## config.mk

```make
export PLATFORM = sky130hd
export DESIGN_NAME = seq_pattern_gen
export DESIGN_NICKNAME = d
export VERILOG_FILES = /design/src/rtl/seq_pattern_gen.sv
export SDC_FILE = /design/constraint.sdc
export NUM_CORES = 1
export LEC_CHECK = 0
export BUFFER_PORTS_ARGS = -buffer_cell sky130_fd_sc_hd__buf_2
export CAP_MARGIN = 0
export CORE_MARGIN = 2
export CORE_UTILIZATION = 35
export DETAILED_ROUTE_END_ITERATION = 8
export SYNTH_ARGS = -nofsm -noshare
export SYNTH_HDL_FRONTEND = slang
export SYNTH_SLANG_ARGS = --single-unit
```

## constraint.sdc

```tcl
create_clock -name clk -period 1.87 [get_ports clk]
set_clock_uncertainty 0.05 [all_clocks]
set_input_delay 0.0935 -clock clk [delete_from_list [all_inputs] [get_ports clk]]
set_output_delay 0.0935 -clock clk [all_outputs]
set_load 0.03 [all_outputs]
```

## src/rtl/seq_pattern_gen.sv

```systemverilog
// ----------------------------------------------------------------------------
// seq_pattern_gen
//
// Serial pattern transmitter used as stimulus / loopback source for the 101
// sequence detector. A PAT_W-bit pattern captured on an accepted start is sent
// MSB-first, one bit per clock, repeat_cnt times, with gap_len zero bits
// between consecutive repetitions. The stream can be cut short at any time by
// a synchronous abort.
//
// Ports:
//   clk         in   system clock, rising edge
//   rst_n       in   asynchronous active-low reset
//   start       in   transmission request, sampled only while idle
//   abort       in   synchronous abort, honoured in any non-idle state
//   pattern     in   [PAT_W] bits to send, MSB first (captured on start)
//   repeat_cnt  in   [CNT_W] number of repetitions (captured on start)
//   gap_len     in   [GAP_W] zero bits between repetitions (captured on start)
//   X           out  serial data bit (registered)
//   valid       out  X carries a pattern bit (registered)
//   busy        out  transmission in progress, pattern or gap bit (registered)
//   done        out  one-cycle completion pulse (registered)
// ----------------------------------------------------------------------------
module seq_pattern_gen #(
    parameter int unsigned PAT_W = 3,
    parameter int unsigned CNT_W = 4,
    parameter int unsigned GAP_W = 3
) (
    input  logic             clk,
    input  logic             rst_n,
    input  logic             start,
    input  logic             abort,
    input  logic [PAT_W-1:0] pattern,
    input  logic [CNT_W-1:0] repeat_cnt,
    input  logic [GAP_W-1:0] gap_len,
    output logic             X,
    output logic             valid,
    output logic             busy,
    output logic             done
);

    localparam int unsigned          BIT_W    = $clog2(PAT_W);
    localparam logic [BIT_W-1:0]     LAST_BIT = BIT_W'(PAT_W - 1);
    localparam logic [GAP_W-1:0]     GAP_ONE  = GAP_W'(1);

    typedef enum logic [1:0] {
        S_IDLE,
        S_SHIFT,
        S_GAP,
        S_DONE
    } state_t;

    state_t             state_q, state_d;
    logic [PAT_W-1:0]   pat_q,   pat_d;     // captured pattern, reload source
    logic [PAT_W-1:0]   sh_q,    sh_d;      // shift register, MSB is the bit on X
    logic [BIT_W-1:0]   bit_q,   bit_d;     // index of the bit currently on X
    logic [CNT_W-1:0]   rep_q,   rep_d;     // repetitions still to send after this one
    logic [GAP_W-1:0]   glen_q,  glen_d;    // captured gap length
    logic [GAP_W-1:0]   gcnt_q,  gcnt_d;    // gap cycles remaining, including current
    logic               x_q,     x_d;
    logic               valid_q, valid_d;
    logic               busy_q,  busy_d;
    logic               done_q,  done_d;

    // ------------------------------------------------------------------------
    // Next-state and next-output logic. Outputs are computed for the state
    // being entered and registered together with it, so X/valid/busy/done
    // line up with the state register and have no input-to-output path.
    // ------------------------------------------------------------------------
    always_comb begin
        state_d = state_q;
        pat_d   = pat_q;
        sh_d    = sh_q;
        bit_d   = bit_q;
        rep_d   = rep_q;
        glen_d  = glen_q;
        gcnt_d  = gcnt_q;
        x_d     = 1'b0;
        valid_d = 1'b0;
        busy_d  = 1'b0;
        done_d  = 1'b0;

        unique case (state_q)
            S_IDLE: begin
                if (start) begin
                    pat_d  = pattern;
                    glen_d = gap_len;
                    if (repeat_cnt == '0) begin
                        state_d = S_DONE;
                        rep_d   = '0;
                        done_d  = 1'b1;
                    end else begin
                        state_d = S_SHIFT;
                        rep_d   = repeat_cnt - 1'b1;
                        sh_d    = pattern;
                        bit_d   = '0;
                        x_d     = pattern[PAT_W-1];
                        valid_d = 1'b1;
                        busy_d  = 1'b1;
                    end
                end
            end

            S_SHIFT: begin
                if (bit_q == LAST_BIT) begin
                    if (rep_q == '0) begin
                        state_d = S_DONE;
                        done_d  = 1'b1;
                    end else begin
                        rep_d = rep_q - 1'b1;
                        if (glen_q == '0) begin
                            // back-to-back: next repetition's MSB follows at once
                            sh_d    = pat_q;
                            bit_d   = '0;
                            x_d     = pat_q[PAT_W-1];
                            valid_d = 1'b1;
                            busy_d  = 1'b1;
                        end else begin
                            state_d = S_GAP;
                            gcnt_d  = glen_q;
                            busy_d  = 1'b1;
                        end
                    end
                end else begin
                    // the bit below the current MSB becomes the next X
                    sh_d    = sh_q << 1;
                    bit_d   = bit_q + 1'b1;
                    x_d     = sh_q[PAT_W-2];
                    valid_d = 1'b1;
                    busy_d  = 1'b1;
                end
            end

            S_GAP: begin
                if (gcnt_q == GAP_ONE) begin
                    state_d = S_SHIFT;
                    sh_d    = pat_q;
                    bit_d   = '0;
                    x_d     = pat_q[PAT_W-1];
                    valid_d = 1'b1;
                    busy_d  = 1'b1;
                end else begin
                    gcnt_d = gcnt_q - 1'b1;
                    busy_d = 1'b1;
                end
            end

            S_DONE: begin
                state_d = S_IDLE;
            end

            default: begin
                state_d = S_IDLE;
            end
        endcase

        // abort overrides every normal transition outside IDLE
        if (abort && (state_q != S_IDLE)) begin
            state_d = S_IDLE;
            x_d     = 1'b0;
            valid_d = 1'b0;
            busy_d  = 1'b0;
            done_d  = 1'b0;
        end
    end

    // ------------------------------------------------------------------------
    // State, datapath and output registers
    // ------------------------------------------------------------------------
    always_ff @(posedge clk or negedge rst_n) begin
        if (!rst_n) begin
            state_q <= S_IDLE;
            pat_q   <= '0;
            sh_q    <= '0;
            bit_q   <= '0;
            rep_q   <= '0;
            glen_q  <= '0;
            gcnt_q  <= '0;
            x_q     <= 1'b0;
            valid_q <= 1'b0;
            busy_q  <= 1'b0;
            done_q  <= 1'b0;
        end else begin
            state_q <= state_d;
            pat_q   <= pat_d;
            sh_q    <= sh_d;
            bit_q   <= bit_d;
            rep_q   <= rep_d;
            glen_q  <= glen_d;
            gcnt_q  <= gcnt_d;
            x_q     <= x_d;
            valid_q <= valid_d;
            busy_q  <= busy_d;
            done_q  <= done_d;
        end
    end

    assign X     = x_q;
    assign valid = valid_q;
    assign busy  = busy_q;
    assign done  = done_q;

endmodule

```

==> qor.txt <==
Largest net degree at the start of global routing = 24
Syn_nets = 174
Layout net count = 207
Psw = 1.28 mW
Post-synthesis cell area = 1480 µm²
Outcome = completed
Worst Path Max Fanout = 7
PortBufs = 17
Total congestion overflow = 0
Antenna violations before repair = 0
Total track usage = 0.146
Die width = 69.1 µm
Net switching share of the total power = 0.431
N_diodes = 0
First-pass GRT wire length = 5.71 mm
Prevailing post-synth register cell = dfrtp_1
GR Layer Usage met3 = 0.0336
M1 GR Usage = 0.174
Cell internal pwr = 1.68 mW
Reg power frac = 0.306
Initial Util = 0.368
Layout cell share with drive strength beyond 1 = 0.303
CORE AREA = 4030 µm²
Initial drt markers = 69
Post-route ant nets = 0
Deepest clock path buffer count = 2
Crit share post-route = 0.988
Total CTS buffers = 3
GR peak layer = met2
Post-route setup TNS = 0 ns
Die height = 69.1 µm
Post-Syn Area per Cell = 9.69 µm²
Max Slew Vio Count = 0
Max IR drop VDD = 0.753 mV
Worst EP required = 1.99 ns
Wire per inst = 14.9 µm
Max-slew headroom at the worst pin = 0.539
Clock power frac = 0.107
Syn-to-layout area delta = 23.9%
Setup Crit Path Kind = reg -> reg
CTS tree = done
#FFs+latches synth = 23
CP max stage delay = 0.38 ns
Slowest-stage cell, CP = dfrtp_1
Gate power share = 0.587
DRC errors left = 0
R2r setup slk = 0.02 ns
RSZ-0062 raised after global routing = yes
Crit path capture type = flop
Num ports = 18
Share of the synthesized area in the top cell type = 0.388
Final GP Congestion = 0.848
# fillers = 415
Vias = 1,309
Worst R2R Path Depth = 6
Non-filler cells, final = 235
Worst-path cell chain = buf_4, ha_1, and3b_1, a21oi_1, nand2_1, o21a_1
CTS sink cnt = 23
Startpoint types = flop
Clock transition at path regs = 0.09 ns
Grt met2 use = 0.272
Capture point of the worst reg-to-reg path = gcnt_q[2]$_DFFE_PN0P_
Overall Power = 2.96 mW
Max Cap Viol = 0
Post-synth EDFFs = 0
Final Hold Viols = 0
Critical Path Sink = gcnt_q[2]$_DFFE_PN0P_
Vias/cell = 5.57
Synth area leader = dfrtp_1
Cell count after synthesis = 153
Hold crit path type = in -> reg
Crit path from = state_q[1]$_DFFE_PN0P_
Crit path DAT = 1.96 ns
Num rows = 23
Library cells used by synthesis = 47
Final setup viols = 0
Share of the yosys chip area belonging to registers = 0.388
Pre-Repair DR Iteration Count = 4
Reg-to-Reg Start = state_q[1]$_DFFE_PN0P_
Inst Count DP = 226
Tightest Pin Transition = 0.673 ns
Clock latency on the worst-skew pair = 0.27 ns
Count leader, synth = dfrtp_1
Leakage = 0.807 nW
Vias in the first global route = 1,272
Top cells by area, synth = dfrtp_1, ha_1, a21oi_1, nand2_1, o21ai_0
H-tree level count = 1
Pwr dens = 1610 nW/µm²
FMAX = 541 MHz
HPWL after detailed placement = 2.66 mm
Routed WL = 3.49 mm
FFs w/ async S/R, synth = 1.00
Die area = 4770 µm²
Min Tclk post-route = 1.85 ns
Yosys warns = 0
CTS Root Cell = clkbuf_8
Top post-synthesis cells by count = dfrtp_1, nand2_1, a21oi_1, inv_1, o21ai_0
-- worst min path at each step --
stage	to	depth (start not counted)	start	slack, ns
detailed placement	done$_DFF_PN0_	1	rst_n	0.06
floorplan	X$_DFF_PN0_	0	rst_n	-0.25
global route	glen_q[2]$_DFFE_PN0P_	2	gap_len[2]	0.02
CTS	glen_q[2]$_DFFE_PN0P_	2	gap_len[2]	0.007
finish	glen_q[2]$_DFFE_PN0P_	2	gap_len[2]	0.01
global placement	done$_DFF_PN0_	1	rst_n	0.05
-- cells by family after synthesis --
kind of cell	synth area share
flip-flops	0.388
AND/OR/NAND/NOR	0.186
AO/OA/AOI/OAI	0.250
multiplexers	0.0743
buffers and inverters	0.0430
adder cells (fa/ha/maj)	0.0591
-- layer usage --
layer / part of all wire / vias to the layer above
met1: 0.44 / 641
met2: 0.52 / 28
met5: 0 / -
met4: 0.0034 / 0
li1: - / 638
met3: 0.036 / 2
-- power by group through the flow --
stage          Combinational (mW)  Clock [mW]  Sequential (mW)
6_report                     1.74       0.318            0.905
5_1_grt                      1.91       0.352            0.949
4_1_cts                      1.60       0.332            0.903
3_5_place_dp                 1.59           0            0.913
3_3_place_gp                 1.54           0            0.901
2_1_floorplan                1.11           0            0.936
-- stage by stage --
stage | hold WS (ns) | utilization | setup slack (ns) | instance area [µm²]
2_1_floorplan | -0.252 | - | 0.179 | 1480
3_3_place_gp | 0.0488 | 0.420 | 0.0645 | 1690
3_5_place_dp | 0.0556 | 0.420 | -0.00200 | 1690
4_1_cts | 0.00717 | 0.439 | -0.0225 | 1770
5_1_grt | 0.0155 | 0.456 | -0.0429 | 1840
6_report | 0.0128 | 0.456 | 0.0232 | 1840
-- layout by cell type (no fill, tap or decap), types with 2 or more instances in the layout --
master         count
o21ai_0            9
dlygate4sd3_1      3
buf_2             17
ha_2               2
nand2_1           13
buf_4             12
a211oi_1           2
o22ai_1            2
a21o_1             2
a21oi_1           11
nor3_1             5
nand3_2            2
nor2_1             5
nand2b_1           5
o21a_1             3
inv_1             11
a31oi_1            3
dfrtp_1           23
a221oi_2           2
clkbuf_8           3
mux2_1             4
ha_1               4
o31ai_1            2
mux2_2             4
nand3_1            4
and3b_1            2
o311a_1            2
o211ai_1           2
-- state kept, by name, summed over array words and instances, names as in the netlist --
signal / count
X: 1
bit_q: 2
busy: 1
done: 1
gcnt_q: 3
glen_q: 3
pat_q: 3
rep_q: 4
sh_q: 2
state_q: 2
valid: 1
-- what timing repair did --
action	4_1_cts	5_1_grt
hold endpoints to repair	25	0
buffers inserted	0	2
hold buffers	3	0
gates resized for setup	0	11
endpoints found under the setup margin	1	11
-- worst max-delay path: cells and delay by family (launching register included) --
kind	cells	cell delay (ns)
buffers and inverters	1	0.15
adders and majority gates	1	0.31
DFF	1	0.38
AOI/OAI and AO/OA	2	0.45
and+or+nand+nor	2	0.41
-- cell type report --
class / instances / area (µm²) / share of cell area
Inverter: 11 / 41.3 / 0.0225
Sequential cell: 23 / 576 / 0.313
Clock buffer: 3 / 41.3 / 0.0225
Timing Repair Buffer: 33 / 216 / 0.118
Multi-Input combinational cell: 114 / 892 / 0.486
Tap cell: 50 / 62.6 / 0.0341
Clock inverter: 1 / 7.51 / 0.00409
No activity file was read; power rests on OpenSTA's default activity.
